$ cat config.mk
export PLATFORM = sky130hd
export DESIGN_NAME = pipeline_hazard_ctrl
export DESIGN_NICKNAME = d
export VERILOG_FILES = /design/src/rtl/pipeline_hazard_ctrl.sv
export SDC_FILE = /design/constraint.sdc
export NUM_CORES = 1
export LEC_CHECK = 0
export CAP_MARGIN = 30
export CORE_ASPECT_RATIO = 0.7
export CORE_UTILIZATION = 31
export CTS_CLUSTER_SIZE = 20
export DETAILED_ROUTE_END_ITERATION = 10
export DONT_BUFFER_PORTS = 1
export PLACE_DENSITY_LB_ADDON = 0.3
export RECOVER_POWER = 50
export SETUP_SLACK_MARGIN = 0.15
export SLEW_MARGIN = 20
export SYNTH_ARGS = -nofsm -noshare
export SYNTH_HDL_FRONTEND = slang
export SYNTH_SLANG_ARGS = --single-unit
$ cat constraint.sdc
create_clock -name clk -period 2.2 [get_ports clk]
set_clock_uncertainty 0.15 [all_clocks]
set_input_delay 0.22 -clock clk [delete_from_list [all_inputs] [get_ports clk]]
set_output_delay 0.22 -clock clk [all_outputs]
set_load 0.01 [all_outputs]
$ cat src/rtl/pipeline_hazard_ctrl.sv
// rtl/pipeline_hazard_ctrl.sv - load-use stall, taken-branch flush and run/halt/step sequencing
// for the 5-stage pipeline.
module pipeline_hazard_ctrl #(
  parameter int CNT_W     = 16,
  parameter bit IGNORE_R0 = 1'b1
) (
  input  logic             clk,
  input  logic             reset,
  input  logic             enable,
  input  logic             halt_req,
  input  logic             step_req,
  input  logic             idex_memread,
  input  logic [4:0]       idex_rt,
  input  logic [4:0]       ifid_rs,
  input  logic [4:0]       ifid_rt,
  input  logic             exmem_pcsrc,
  output logic             pc_write,
  output logic             ifid_write,
  output logic             ifid_flush,
  output logic             idex_flush,
  output logic             exmem_flush,
  output logic             halted,
  output logic             step_ack,
  output logic [CNT_W-1:0] stall_count,
  output logic [CNT_W-1:0] flush_count
);

  typedef enum logic [1:0] {S_RUN, S_HALT, S_STEP} state_t;

  state_t state, state_nxt;
  logic   load_use;
  logic   stall_evt;
  logic   flush_evt;

  assign load_use = idex_memread
                  & ((idex_rt == ifid_rs) | (idex_rt == ifid_rt))
                  & ~(IGNORE_R0 & (idex_rt == 5'd0));

  always_comb begin
    state_nxt   = state;
    pc_write    = 1'b0;
    ifid_write  = 1'b0;
    ifid_flush  = 1'b0;
    idex_flush  = 1'b0;
    exmem_flush = 1'b0;
    stall_evt   = 1'b0;
    flush_evt   = 1'b0;

    if (state == S_HALT) begin
      // Bubbles keep draining the back end; a branch resolving now still redirects the PC.
      idex_flush = 1'b1;
      if (exmem_pcsrc) begin
        pc_write    = 1'b1;
        ifid_flush  = 1'b1;
        exmem_flush = 1'b1;
        flush_evt   = 1'b1;
      end
      if (step_req)
        state_nxt = S_STEP;
      else if (enable && !halt_req)
        state_nxt = S_RUN;
    end else begin
      if (exmem_pcsrc) begin
        pc_write    = 1'b1;
        ifid_write  = 1'b1;
        ifid_flush  = 1'b1;
        idex_flush  = 1'b1;
        exmem_flush = 1'b1;
        flush_evt   = 1'b1;
      end else if (load_use) begin
        idex_flush = 1'b1;
        stall_evt  = 1'b1;
      end else begin
        pc_write   = 1'b1;
        ifid_write = 1'b1;
      end

      if (state == S_STEP) begin
        // A step is only consumed once the instruction actually advances.
        if (!stall_evt)
          state_nxt = S_HALT;
      end else if (halt_req || !enable) begin
        state_nxt = S_HALT;
      end
    end

    if (reset) begin
      pc_write    = 1'b0;
      ifid_write  = 1'b0;
      ifid_flush  = 1'b1;
      idex_flush  = 1'b1;
      exmem_flush = 1'b1;
    end
  end

  always_ff @(posedge clk or posedge reset) begin
    if (reset) begin
      state       <= S_HALT;
      halted      <= 1'b1;
      step_ack    <= 1'b0;
      stall_count <= '0;
      flush_count <= '0;
    end else begin
      state    <= state_nxt;
      halted   <= (state_nxt == S_HALT);
      step_ack <= (state == S_STEP) && (state_nxt == S_HALT);
      if (stall_evt && (stall_count != {CNT_W{1'b1}}))
        stall_count <= stall_count + CNT_W'(1);
      if (flush_evt && (flush_count != {CNT_W{1'b1}}))
        flush_count <= flush_count + CNT_W'(1);
    end
  end

endmodule
==> impl_results.md, run 1 <==
- Worst-path fanout max: 5
- Post-synth top area cell: dfrtp_1
- # fillers: 614
- Max clock buf depth: 2
- Critical Path Source Type: flop
- Buf/Inv on CP: 0
- Clk pin slew, worst setup/hold paths: 0.08 ns
- Worst Path Class, Setup: flop to flop
- Synthesized flop and latch total: 36
- P&R area growth vs syn: 15.4%
- Average wire per standard cell: 15.7 um
- Register Area: ~900 um^2
- Synth Instances: about 190
- Cell area after synthesis: 2030 um^2
- RSZ-0062 raised after global routing: true
- Post-synth net total: 218
- Static Leak: 0.000958 uW
- I/O Pins: 61
- DRC: 0
- Vias in the first global route: 1,452
- Final slew viol count: 0
- Top-area cell type share of the netlist area: 41.9%
- Setup TNS: 0 ns
- Critical Path End Type: flop
- Largest net degree at the start of global routing: 37
- Outcome: finished clean
- Worst Path Required: 2.22 ns
- Top delay family on crit path: simple AND/OR/NAND/NOR gates
- Worst path cell trace: and3_1 > nand3_1 > or3_4 > nand2_1 > mux2_2
- Fmax: 495 MHz
- Worst Max-Slew Pin Slew: 0.919 ns
- Synth unique cells: 43
- Final period util: 91.9%
- Placed Cells: 283
- Die Ht: 69.7 um
- Seq/Total Area, Yosys: 44.5%
- Row count: 24
- H-tree depth: 2
- Post-CTS Setup Bufs: 0
- Inserted Diodes: 0
- Most frequent cells in the layout: 35 x xnor2_1, 34 x dfrtp_1, 20 x nand3_1
- Mapped Avg Cell Area: 10.5 um^2
- Peak VDD IR: approximately 0.00027 V
- Post-synthesis async set-or-reset flop share: 100%
- Nets: 239
- Core Area: 6280 um^2
- Final wirelength: between 4000 and 5000 um
- Slew HR: 38.7%
- CTS tree: built
- Min-Delay Path Class: input pin to flop
- Max stage delay cell, worst path: dfrtp_1
- Critical Path AT: 2.04 ns
- CTS Buf Count: 5
- Layout cells sized above 1: a little over a fifth
- GRT Total Usage: between 10% and 20%
- Multi-input gate area in the final layout: approximately 1100 um^2
- Max incr delay on CP: 0.46 ns
- Initial Utilization: around a third
- Detailed-placement wirelength estimate: roughly 3500 um
- Synth Warn #: 0
- # setup viols final: 0
- Top post-synthesis cells by area: dfrtp_1 42%, xnor2_1 15%, nand3_1 4.9%
- Gr ovfl total: 0
- DR vias/cell: 5.11
- EDFF count, synth: 0
- Main synth FF type: dfrtp_1
- Initial antenna violation count: 0
- Gp weighted congestion: 0.849
- Iteration-0 DRC Markers: 74
- Clock root buffer: clkbuf_8
- Final hold vios: 0
- Worst skew pair latency: between 0.2 and 0.3 ns
- Vias: between 1,500 and 2,000
- First-pass GRT wire length: 7750 um
- Total iterations of the first detailed-routing run: 4
- Pwr dens: 759 nW/um^2
- Buffers on Ports: 0
- Max cap viols: 0
- ANT nets after route: 0
- Minimum clock period after layout: ~2.0 ns
- Commonest non-fill, non-tap cell in the layout: xnor2_1
- Die X: around 99 um
- Die area: 6880 um^2
- Fin cells: 294
- Clk sink count: 36
state kept, by name, indices dropped and copies added, names as in the netlist:
| signal | flops |
|---|---|
| halted | 1 |
| state | 2 |
| step_ack | 1 |
| stall_count | 16 |
| flush_count | 16 |
stage by stage:
step | util [%] | power [uW] | hold slack [ns] | setup slack, ns | area, um^2
finish | 37.3 | 1780 | 0.0258 | 0.179 | 2340
global route | 37.3 | 1880 | 0.0497 | 0.0800 | 2340
CTS | 37.3 | 1800 | 0.0166 | 0.189 | 2340
detailed placement | 35.2 | 1260 | 0.140 | 0.223 | 2210
global placement | 35.2 | 1260 | 0.139 | 0.260 | 2210
floorplan | - | 1120 | 0.244 | 0.211 | 2030
routing by layer:
metal	GRT usage [%]	wire length, um	vias to the layer above
met3	3.63	288	2
li1	-	-	731
met2	18.9	1850	39
met4	3.65	22	0
met5	0	0	-
met1	23.1	2450	729
worst paths after layout:
kind / start / end / slack (ns) / cells after the start
setup / recovery: flush_count[5] / flush_count[1] / 0.18 / 5
hold / removal: exmem_pcsrc / flush_count[2] / 0.03 / 2
setup reg to reg: flush_count[5] / flush_count[1] / 0.18 / 5
hold reg to reg: stall_count[12] / stall_count[12] / 0.41 / 1
max in group asynchronous: reset / flush_count[9] / 0.80 / 3
min in group asynchronous: reset / state[1] / 0.53 / 3
Yosys cell counts (3+ instances only):
master   count
xnor2_1     35
dfrtp_1     34
nand3_1     20
nand2_1     11
nor3_1      10
and3_1       9
nand4_1      9
nand3_2      7
inv_1        6
nor2_1       5
a21oi_1      4
and4_1       3
xor2_1       3
worst register-to-register path, stage by stage, from the launching register on:
cell and delay, ns:
dfrtp_1 0.46, and3_1 0.26, nand3_1 0.14, or3_4 0.43, nand2_1 0.13, mux2_2 0.34
cell families (layout without fill, tap and decap cells):
logic type               Yosys count  in the layout  share of synthesized area (%)
AND/OR/NAND/NOR                   88             88                           26.5
XOR/XNOR                          38             38                           16.4
flip-flops                        36             36                           44.5
AO/OA/AOI/OAI                     16             16                           6.84
buffers and inverters             11             33                           2.84
multiplexers                       3              3                           1.66
adder cells (fa/ha/maj)            2              2                           1.23
where the power goes:
group / switching [uW] / internal [uW]
combinational: 206 / 190
clock: 239 / 286
sequential: 100 / 756
total: 545 / 1230
area by class of cell:
cell class | count | share of cell area [%]
Tap cell | 78 | 4.17
Clock buffer | 8 | 4.27
Timing Repair Buffer | 19 | 6.30
Multi-Input combinational cell | 147 | 45.7
Inverter | 6 | 0.962
Sequential cell | 36 | 38.6
what timing repair did:
item	CTS	global route
hold buffers	3	0
resized for setup	0	5
hold endpoints to repair	43	0
endpoints found under the setup margin	0	2
Power figures use the tool's default switching activity.
==> inputs of run 2 (changes only) <==
- CORE_MARGIN: unset -> 1
==> results of run 2 <==
Same layout as run 1: the final DEF is identical, and so are final timing and power.
==> inputs of run 3 (changes only) <==
- CORE_UTILIZATION: 31 -> 62
==> run 3 against run 2 <==
Cell count decreased by 16%. Highest routed layer unchanged. Critical path type unchanged. Clock power rose by 9.5%. Power rose by 3.5%. Worst hold slack got worse by 0.019 ns. Critical path depth did not move. Die area shrank 49%. Clock-buffer cell count shrank 2. Critical endpoint unchanged. Sequential power up 1%. Sequential share of layout area rose by 1.5 points. Final area decreased by 3.7%. Global-route usage rose by 15 points. Via count up 6.1%.
==> impl_results.md, run 3 (synthesis results as in run 1) <==
- Outcome: finished clean (unchanged)
- Iteration-0 DRC Markers: 109 (was 74)
- Initial Utilization: 69.0% (was 32.3%)
- H-tree depth: 2 (unchanged)
- FF-to-FF setup slack: 0.19 ns (was 0.18 ns)
- # setup viols final: 0 (unchanged)
- Die X: 70.4 um (was 98.7 um)
- Int Pwr: 1270 uW (was 1230 uW)
- Worst flop-to-flop path endpoint: flush_count[1] (unchanged)
- Final setup margin: 0.194 ns (was 0.179 ns)
- Row count: 16 (was 24)
- Crit path from: flush_count[6] (was flush_count[5])
- First-pass GRT wire length: 7750 um (unchanged)
- Pwr dens: 816 nW/um^2 (was 759 nW/um^2)
- Clk pin slew, worst setup/hold paths: 0.07 ns (was 0.08 ns)
- Net Sw Power: 566 uW (was 545 uW)
- Gp weighted congestion: 0.914 (was 0.849)
- Final hold vios: 0 (unchanged)
- Critical Path AT: 2.03 ns (was 2.04 ns)
- Min-Delay Path Class: input pin to flop (unchanged)
- Setup TNS: 0 ns (unchanged)
- Setup Slack @ Placement: 0.214 ns (was 0.223 ns)
- Static Leak: 0.000926 uW (was 0.000958 uW)
- Buffers on Ports: 0 (unchanged)
- Dpl cell area: 2110 um^2 (was 2210 um^2)
- GRT Total Usage: 29.3% (was 14.5%)
- Vias in the first global route: 1,575 (was 1,452)
- Clk sink count: 36 (unchanged)
- Gr ovfl total: 0 (unchanged)
- Critical Path End Type: flop (unchanged)
- Clock root buffer: clkbuf_8 (unchanged)
- Peak VDD IR: 0.000520 V (was 0.000270 V)
- Final wirelength: 4810 um (was 4610 um)
- Reg2reg start: flush_count[6] (was flush_count[5])
- WHS Path Cells: 3 (was 2)
- Clock share of power: 31.2% (was 29.5%)
- Switching part of the total power: 30.8% (was 30.7%)
- Largest registers: flush_count x16, stall_count x16, state x2 (unchanged)
- Max clock buf depth: 2 (unchanged)
- Vias: 1,593 (was 1,501)
- Hold Crit Start: exmem_pcsrc (unchanged)
- Final slew viol count: 0 (unchanged)
- Largest net degree at the start of global routing: 37 (unchanged)
- Worst Reg-to-Reg Cells: 5 (unchanged)
- Layout cells sized above 1: 19.0% (was 20.8%)
- P&R area growth vs syn: 11.2% (was 15.4%)
- Die Ht: 49.9 um (was 69.7 um)
- Worst Max-Slew Pin Slew: 0.886 ns (was 0.919 ns)
- DRC: 0 (unchanged)
- Detailed-placement wirelength estimate: 3350 um (was 3470 um)
- Placed Cells: 235 (was 283)
- Max cap viols: 0 (unchanged)
- Core Area: 2940 um^2 (was 6280 um^2)
- Seq pwr share: 47.2% (was 48.2%)
- Slew HR: 40.9% (was 38.7%)
- Total iterations of the first detailed-routing run: 4 (unchanged)
- Commonest non-fill, non-tap cell in the layout: xnor2_1 (unchanged)
- Fin cells: 246 (was 294)
- Final instance area: 2260 um^2 (was 2340 um^2)
- Minimum clock period after layout: 2.01 ns (was 2.02 ns)
- Fmax: 499 MHz (was 495 MHz)
- Nets: 233 (was 239)
- Combinational share of power: 21.6% (was 22.3%)
- CTS tree: built (unchanged)
- Post-CTS Setup Bufs: 0 (unchanged)
- Inserted Diodes: 0 (unchanged)
- Most frequent cells in the layout: 35 x xnor2_1, 33 x dfrtp_1, 20 x nand3_1 (was 35 x xnor2_1, 34 x dfrtp_1, 20 x nand3_1)
- Average wire per standard cell: 19.6 um (was 15.7 um)
- ANT nets after route: 0 (unchanged)
- Hold Slack: 0.00713 ns (was 0.0258 ns)
- CTS Buf Count: 5 (unchanged)
- Hold EP: stall_count[13] (was flush_count[2])
- Worst-path fanout max: 5 (unchanged)
- Initial antenna violation count: 0 (unchanged)
- Die area: 3510 um^2 (was 6880 um^2)
- DR vias/cell: 6.48 (was 5.11)
- Final period util: 91.2% (was 91.9%)
- I/O Pins: 61 (unchanged)
- RSZ-0062 raised after global routing: false (was true)
- Worst Path Required: 2.22 ns (about the same)
- Worst skew pair latency: 0.29 ns (was 0.28 ns)
- Worst Path Class, Setup: flop to flop (unchanged)
- Critical Path Source Type: flop (unchanged)
==> run 3: cell count changes in the layout (fill, tap and decap cells not counted), sizes merged <==
cell | before | now
buf | 15 | 9
bufinv | 0 | 1
clkinv | 0 | 1
clkbuf | 9 | 7
==> run 3: final cells by class <==
cell class,count,area (um^2)
Multi-Input combinational cell,147,1070
Sequential cell,36,905
Fill cell,213,687
Timing Repair Buffer,13,103
Clock buffer,6,72.6
Tap cell,36,45.0
Clock inverter,2,35.0
Inverter,6,22.5
==> run 3: power groups by stage <==
stage               combinational [uW]  clock, uW  sequential, uW
finish                             397        575             868
global route                       429        615             879
CTS                                393        578             866
detailed placement                 379          0             877
global placement                   355          0             868
floorplan                          226          0             895
==> run 3: per-layer routing <==
layer  GRT usage (%)  routed length (um)  share of wire [%]
met5               0                   0                  0
met4            11.0                 121                2.5
met1            36.7                2050                 43
met2            47.5                2350                 49
met3            9.61                 293                6.1
==> run 3: worst max path at each step <==
stage | to | slack, ns | depth (start not counted)
detailed placement | flush_count[1] | 0.21 | 5
floorplan | stall_count[1] | 0.21 | 6
global placement | flush_count[1] | 0.29 | 5
CTS | flush_count[1] | 0.19 | 5
global route | flush_count[1] | 0.10 | 5
finish | flush_count[1] | 0.19 | 5
==> run 3: worst max-delay path, stage by stage, from the launching register on <==
cell	delay, ns
dfrtp_1	0.44
and3_1	0.26
nand3_1	0.16
or3_4	0.44
nand2_2	0.11
mux2_2	0.33
==> run 3: stage by stage <==
step                util [%]  total power (uW)
floorplan                  -              1120
global placement        71.9              1220
detailed placement      71.9              1260
CTS                     76.5              1840
global route            76.7              1920
finish                  76.7              1840
==> run 3: repair_timing <==
| item | in CTS | in global routing |
|---|---|---|
| endpoints found under the hold margin | 42 | 0 |
| hold buffers | 3 | 0 |
| setup endpoints to repair | 0 | 2 |
| resized for setup | 0 | 8 |
